--- config.mk ---
export PLATFORM = sky130hd
export DESIGN_NAME = game_sequencer
export DESIGN_NICKNAME = d
export VERILOG_FILES = /design/src/rtl/game_pkg.sv /design/src/rtl/tick_timer.sv /design/src/rtl/game_sequencer.sv
export SDC_FILE = /design/constraint.sdc
export NUM_CORES = 1
export LEC_CHECK = 0
export ABC_AREA = 1
export BUFFER_PORTS_ARGS = -buffer_cell sky130_fd_sc_hd__clkbuf_2
export CAP_MARGIN = 20
export CORE_ASPECT_RATIO = 0.7
export CORE_UTILIZATION = 23
export DETAILED_ROUTE_END_ITERATION = 7
export GPL_ROUTABILITY_DRIVEN = 0
export REMOVE_ABC_BUFFERS = 1
export SLEW_MARGIN = 15
export SYNTH_ARGS = -nofsm -noshare
export SYNTH_HDL_FRONTEND = slang
export SYNTH_SLANG_ARGS = --single-unit
--- constraint.sdc ---
create_clock -name clk -period 1.9 [get_ports clk]
set_clock_uncertainty 0.1 [all_clocks]
set_input_delay 0.095 -clock clk [delete_from_list [all_inputs] [get_ports clk]]
set_output_delay 0.095 -clock clk [all_outputs]
set_load 0.02 [all_outputs]
--- src/rtl/game_pkg.sv ---
// Shared game-flow types and score constants used by the sequencer and the score tracker.
package game_pkg;

    localparam int SCORE_W   = 7;
    localparam int MAX_SCORE = 50;

    typedef enum logic [1:0] {
        IDLE      = 2'd0,
        PLAY      = 2'd1,
        HOLD      = 2'd2,
        SHOW_HIGH = 2'd3
    } game_state_t;

endpackage

--- src/rtl/tick_timer.sv ---
// Counts tick strobes from zero while clr is low; done flags the terminal count N-1.
// RELOAD=1 wraps to zero on the terminal tick, RELOAD=0 parks at the terminal value.
module tick_timer #(
    parameter int N      = 2,
    parameter bit RELOAD = 1'b0
) (
    input  logic clk,
    input  logic nRst,
    input  logic clr,
    input  logic tick,
    output logic done
);

    localparam int CNT_W = (N > 1) ? $clog2(N) : 1;
    localparam logic [CNT_W-1:0] LAST = CNT_W'(N - 1);

    logic [CNT_W-1:0] cnt_q;
    logic [CNT_W-1:0] cnt_d;

    // NOTE: every always_comb output gets a default first, so no path can leave it unassigned and infer a latch.
    always_comb begin
        cnt_d = cnt_q;
        if (clr) begin
            cnt_d = '0;
        end else if (tick) begin
            if (cnt_q != LAST) begin
                cnt_d = cnt_q + 1'b1;
            end else if (RELOAD) begin
                cnt_d = '0;
            end
        end
    end

    // NOTE: sequential state uses non-blocking assignments so all registers update together at the edge.
    always_ff @(posedge clk or negedge nRst) begin
        if (!nRst) begin
            cnt_q <= '0;
        end else begin
            cnt_q <= cnt_d;
        end
    end

    assign done = (cnt_q == LAST);

endmodule

--- src/rtl/game_sequencer.sv ---
// Game-flow controller: IDLE -> PLAY -> HOLD -> SHOW_HIGH, collision gating to the score tracker,
// and the display mux that flashes the final score during HOLD before reverting to the high score.
module game_sequencer
    import game_pkg::*;
#(
    parameter int HOLD_TICKS  = 30,
    parameter int BLINK_TICKS = 5
) (
    input  logic               clk,
    input  logic               nRst,
    input  logic               startBtn,
    input  logic               tick,
    input  logic               goodColl,
    input  logic               badColl,
    input  logic [SCORE_W-1:0] currScore,
    input  logic [SCORE_W-1:0] highScore,
    output logic               goodCollOut,
    output logic               badCollOut,
    output logic               scoreClr,
    output logic               runEn,
    output logic [SCORE_W-1:0] dispScore,
    output logic               dispBlank,
    output logic               gameWon,
    output logic [1:0]         gameState
);

    game_state_t        state_q, state_d;
    logic               start_prev_q;
    logic               run_en_q, run_en_d;
    logic               score_clr_q, score_clr_d;
    logic [SCORE_W-1:0] disp_score_q, disp_score_d;
    logic               disp_blank_q, disp_blank_d;
    logic               game_won_q, game_won_d;
    logic [SCORE_W-1:0] final_score_q, final_score_d;

    logic start_edge;
    logic timer_clr;
    logic hold_done;
    logic blink_done;
    logic entering_play;

    assign start_edge = startBtn & ~start_prev_q;

    // Both timers sit cleared outside HOLD, so each HOLD entry starts from zero.
    assign timer_clr = (state_q != HOLD);

    tick_timer #(
        .N      (HOLD_TICKS),
        .RELOAD (1'b0)
    ) u_hold_timer (
        .clk  (clk),
        .nRst (nRst),
        .clr  (timer_clr),
        .tick (tick),
        .done (hold_done)
    );

    tick_timer #(
        .N      (BLINK_TICKS),
        .RELOAD (1'b1)
    ) u_blink_timer (
        .clk  (clk),
        .nRst (nRst),
        .clr  (timer_clr),
        .tick (tick),
        .done (blink_done)
    );

    always_comb begin
        state_d       = state_q;
        final_score_d = final_score_q;
        game_won_d    = game_won_q;
        disp_score_d  = disp_score_q;

        case (state_q)
            IDLE: begin
                disp_score_d = highScore;
                if (start_edge) state_d = PLAY;
            end
            PLAY: begin
                disp_score_d = currScore;
                // A simultaneous goodColl is forwarded but must not affect the captured final score.
                if (badColl) begin
                    state_d       = HOLD;
                    game_won_d    = 1'b0;
                    final_score_d = currScore;
                end else if (currScore >= SCORE_W'(MAX_SCORE)) begin
                    state_d       = HOLD;
                    game_won_d    = 1'b1;
                    final_score_d = currScore;
                end
            end
            HOLD: begin
                disp_score_d = final_score_q;
                if (hold_done && tick) state_d = SHOW_HIGH;
            end
            SHOW_HIGH: begin
                disp_score_d = highScore;
                if (start_edge) state_d = PLAY;
            end
            default: state_d = IDLE;
        endcase

        entering_play = (state_d == PLAY) && (state_q != PLAY);
        if (entering_play) game_won_d = 1'b0;
        score_clr_d = entering_play;
        run_en_d    = (state_d == PLAY);

        // Blank only while staying in HOLD; entry and exit both force the display on.
        disp_blank_d = 1'b0;
        if (state_d == HOLD && state_q == HOLD) begin
            disp_blank_d = disp_blank_q ^ (blink_done & tick);
        end
    end

    always_ff @(posedge clk or negedge nRst) begin
        if (!nRst) begin
            state_q       <= IDLE;
            start_prev_q  <= 1'b0;
            run_en_q      <= 1'b0;
            score_clr_q   <= 1'b0;
            disp_score_q  <= '0;
            disp_blank_q  <= 1'b0;
            game_won_q    <= 1'b0;
            final_score_q <= '0;
        end else begin
            state_q       <= state_d;
            start_prev_q  <= startBtn;
            run_en_q      <= run_en_d;
            score_clr_q   <= score_clr_d;
            disp_score_q  <= disp_score_d;
            disp_blank_q  <= disp_blank_d;
            game_won_q    <= game_won_d;
            final_score_q <= final_score_d;
        end
    end

    assign goodCollOut = goodColl & (state_q == PLAY);
    assign badCollOut  = badColl & (state_q == PLAY);
    assign scoreClr    = score_clr_q;
    assign runEn       = run_en_q;
    assign dispScore   = disp_score_q;
    assign dispBlank   = disp_blank_q;
    assign gameWon     = game_won_q;
    assign gameState   = state_q;

endmodule

==> metrics.md <==
| Metric | Value |
|---|---|
| Failing checks | design-rule violations |
| Vias/cell | 4.32 |
| Starting density of the core | 0.238 |
| Worst hold start | highScore[0] |
| Switching share of total power | 0.403 |
| P&R area growth vs syn | 31.4% |
| TritonCTS Buffers | 5 |
| Clock power frac | 0.227 |
| GRT overflow | 0 |
| Site row count | 24 |
| Switching Power | approximately 1.2 mW |
| Largest net degree at the start of global routing | 30 |
| Hold Path Class | in2reg |
| Share of the synthesized area in the top cell type | 0.492 |
| Leading area contributor after synthesis | dfrtp_1 |
| Die Wd | 97.8 µm |
| Most used cell, CP | inv_1 |
| Peak supply drop | 524 µV |
| Gr usage total | 0.121 |
| Final setup violation count | 0 |
| CTS tree | yes |
| Port Buf Inserts | 34 |
| Die footprint | 6750 µm² |
| Part of the cycle the worst path needs | 0.914 |
| Power Density | between 1500 and 2000 nW/µm² |
| N_diodes | 0 |
| Leading cell types by total area after synthesis | dfrtp_1, nand2_1, inv_1, a21oi_1, ha_1 |
| HPWL after DPL | 2620 µm |
| Worst path cell trace | inv_1, ha_1, buf_6, nand2_1, inv_1, clkbuf_2 |
| MaxCap Viol Count | 0 |
| Flops & latches, synth | 29 |
| First-pass GRT wire length | 6130 µm |
| Final Hold Violating Endpoints | 0 |
| Hold path endpoint | dispScore[0]$_DFF_PN0_ |
| Pins Over Slew Limit | 0 |
| Slew margin rel. | 0.509 |
| Crit path time final | roughly 1.7 ns |
| Initial antenna violation count | 0 |
| Synth Instances | 163 |
| DRC Markers | 4 |
| Worst-path clk slew | around 0.07 ns |
| Worst Max-Slew Pin Slew | between 0.7 and 0.8 ns |
| Outcome | finished, violations left |
| Reg power frac | 0.337 |
| Pint | roughly 1.8 mW |
| Routed WL | around 3500 µm |
| Sequential share of the synthesized area | 0.492 |
| Iteration count of the initial detailed-routing pass | 6 |
| Drt wl/cell | 12.2 µm |
| Nets | 237 |
| Combinational share of power | 0.435 |
| Synth Area per Inst | 9.06 µm² |
| CP Launch Type | register |
| Worst R2R Start | gameState[0]$_DFF_PN0_ |
| Post-layout util | 0.312 |
| Sink Count | 29 |
| R2R setup slack | 0.25 ns |
| RSZ-0062 raised after global routing | no |
| Slowest stage delay, CP | 0.44 ns |
| CORE AREA | 6220 µm² |
| Root Buffer | clkbuf_8 |
| WP data arrival | 1.54 ns |
| Worst-skew pair later-pin latency | approximately 0.29 ns |
| Worst Path Required | 1.70 ns |
| Io pins | 35 |
| Crit path capture type | output pin |
| Leakage | a little under 1 nW |
| Iter 0 DRT Violations | 84 |
| H-tree depth | 2 |
| Antenna viol nets, final | 0 |
| Setup Crit Path Kind | reg2out |
| Synth Warn # | 0 |
| Post-CTS Setup Bufs | 0 |
| Yosys cell types | 28 |
| Vias in the first global route | 1272 |
| FF-to-FF path depth | 9 |
| Die outline height | 69.0 µm |
| Share of layout cells above drive strength 1 | 0.302 |
| Hold depth | 3 |
| Vias | 1253 |
| Critical path's slowest cell | dfrtp_1 |
| Fin Setup TNS | 0 ns |
| Fmax achieved | approximately 580 MHz |
| R2R Path End | u_hold_timer.cnt_q[2]$_DFFE_PN0P_ |
| Post-Synthesis Cell Area | 1480 µm² |
| CTS max path bufs | 2 |
| CP Max Fanout | 16 |
==> Yosys cell counts, drive strengths merged <==
master,instances
nand2,33
dfrtp,29
inv,26
a21oi,15
o21ai,14
nor2,10
nand3,9
buf,6
ha,6
a22oi,5
nand4,5
a31o,1
o211ai,1
o21bai,1
o31ai,1
xor2,1
==> cell type report <==
class,instances,area [µm²]
multi-input cells,102,603
well taps,78,97.6
clock inverters,1,30.0
flip-flops and latches,29,726
clock buffers,7,86.3
fillers,653,4280
inverters,26,103
repair buffers,47,294
==> power by group through the flow <==
| stage | sequential, mW | combinational (mW) | clock (mW) |
|---|---|---|---|
| global route | 1.03 | 1.46 | 0.721 |
| global placement | 1.00 | 1.26 | 0 |
| CTS | 1.00 | 1.29 | 0.690 |
| detailed placement | 1.01 | 1.28 | 0 |
| floorplan | 1.13 | 0.717 | 0 |
| finish | 1.00 | 1.29 | 0.676 |
==> what timing repair did <==
action,4_1_cts,5_1_grt
hold buffers,9,0
hold endpoints to repair,42,0
setup endpoints to repair,0,3
gates resized for setup,0,2
==> layout by cell type (no fill, tap or decap), types with 2 or more instances in the layout <==
cell / n
nor2_1: 6
nand4_1: 5
inv_4: 2
dfrtp_1: 29
o21ai_0: 3
buf_4: 3
ha_1: 5
dlygate4sd3_1: 9
a22oi_1: 5
o21ai_1: 9
inv_1: 23
nand3_2: 2
a21oi_1: 15
clkbuf_8: 6
nand2_1: 28
clkbuf_2: 34
nand3_1: 6
nand2_2: 5
nor2_2: 3
==> critical path, delay by kind of cell, from the launching register on <==
kind / cells / cell delay (ns)
buffers and inverters: 4 / 0.54
AND/OR/NAND/NOR: 1 / 0.06
flip-flops: 1 / 0.44
adder cells (fa/ha/maj): 1 / 0.23
==> per-layer routing <==
| metal | vias to the layer above | track usage | wire length (µm) |
|---|---|---|---|
| li1 | 630 | - | - |
| met1 | 588 | 0.171 | 1820 |
| met2 | 28 | 0.167 | 1480 |
| met3 | 7 | 0.0345 | 174 |
| met4 | 0 | 0.0606 | 74 |
| met5 | - | 0 | 0 |
==> through the flow <==
| step | instances | instance area [µm²] | setup WS, ns | total power, mW | hold slack, ns |
|---|---|---|---|---|---|
| final | 290 | 1940 | 0.163 | 2.97 | 0.00265 |
| after global routing | 290 | 1940 | 0.0209 | 3.21 | 0.0273 |
| after global placement | 273 | 1730 | 0.252 | 2.26 | 0.0935 |
| after CTS | 290 | 1930 | 0.109 | 2.99 | 0.00310 |
| after floorplan | 157 | 1430 | 0.0242 | 1.84 | -0.301 |
| after detailed placement | 273 | 1730 | 0.158 | 2.28 | 0.102 |
==> registers in the layout, indices dropped and copies added, names as in the netlist, 2 cells and up <==
name / count
final_score_q: 7
dispScore: 7
u_hold_timer.cnt_q: 5
gameState: 2
u_blink_timer.cnt_q: 3
==> worst max-delay path by stage <==
| stage | slack, ns | cells past startpoint | start | endpoint |
|---|---|---|---|---|
| floorplan | 0.02 | 7 | gameState[0]$_DFF_PN0_ | u_hold_timer.cnt_q[2]$_DFFE_PN0P_ |
| global placement | 0.25 | 7 | gameState[0]$_DFF_PN0_ | u_hold_timer.cnt_q[3]$_DFFE_PN0P_ |
| detailed placement | 0.16 | 9 | gameState[0]$_DFF_PN0_ | u_hold_timer.cnt_q[2]$_DFFE_PN0P_ |
| CTS | 0.11 | 6 | gameState[1]$_DFF_PN0_ | badCollOut |
| global route | 0.02 | 6 | gameState[1]$_DFF_PN0_ | badCollOut |
| finish | 0.16 | 6 | gameState[1]$_DFF_PN0_ | badCollOut |
==> cell families (layout without fill, tap and decap cells) <==
group	Yosys count	count (layout)	synth area share
and+or+nand+nor	57	57	0.195
adders and majority gates	6	6	0.0508
xor gates and xnor gates	1	1	0.00593
DFF	29	29	0.492
AOI/OAI and AO/OA	38	38	0.155
buffers and inverters	32	81	0.102
Note: power is estimated with default switching activity, not from simulation.
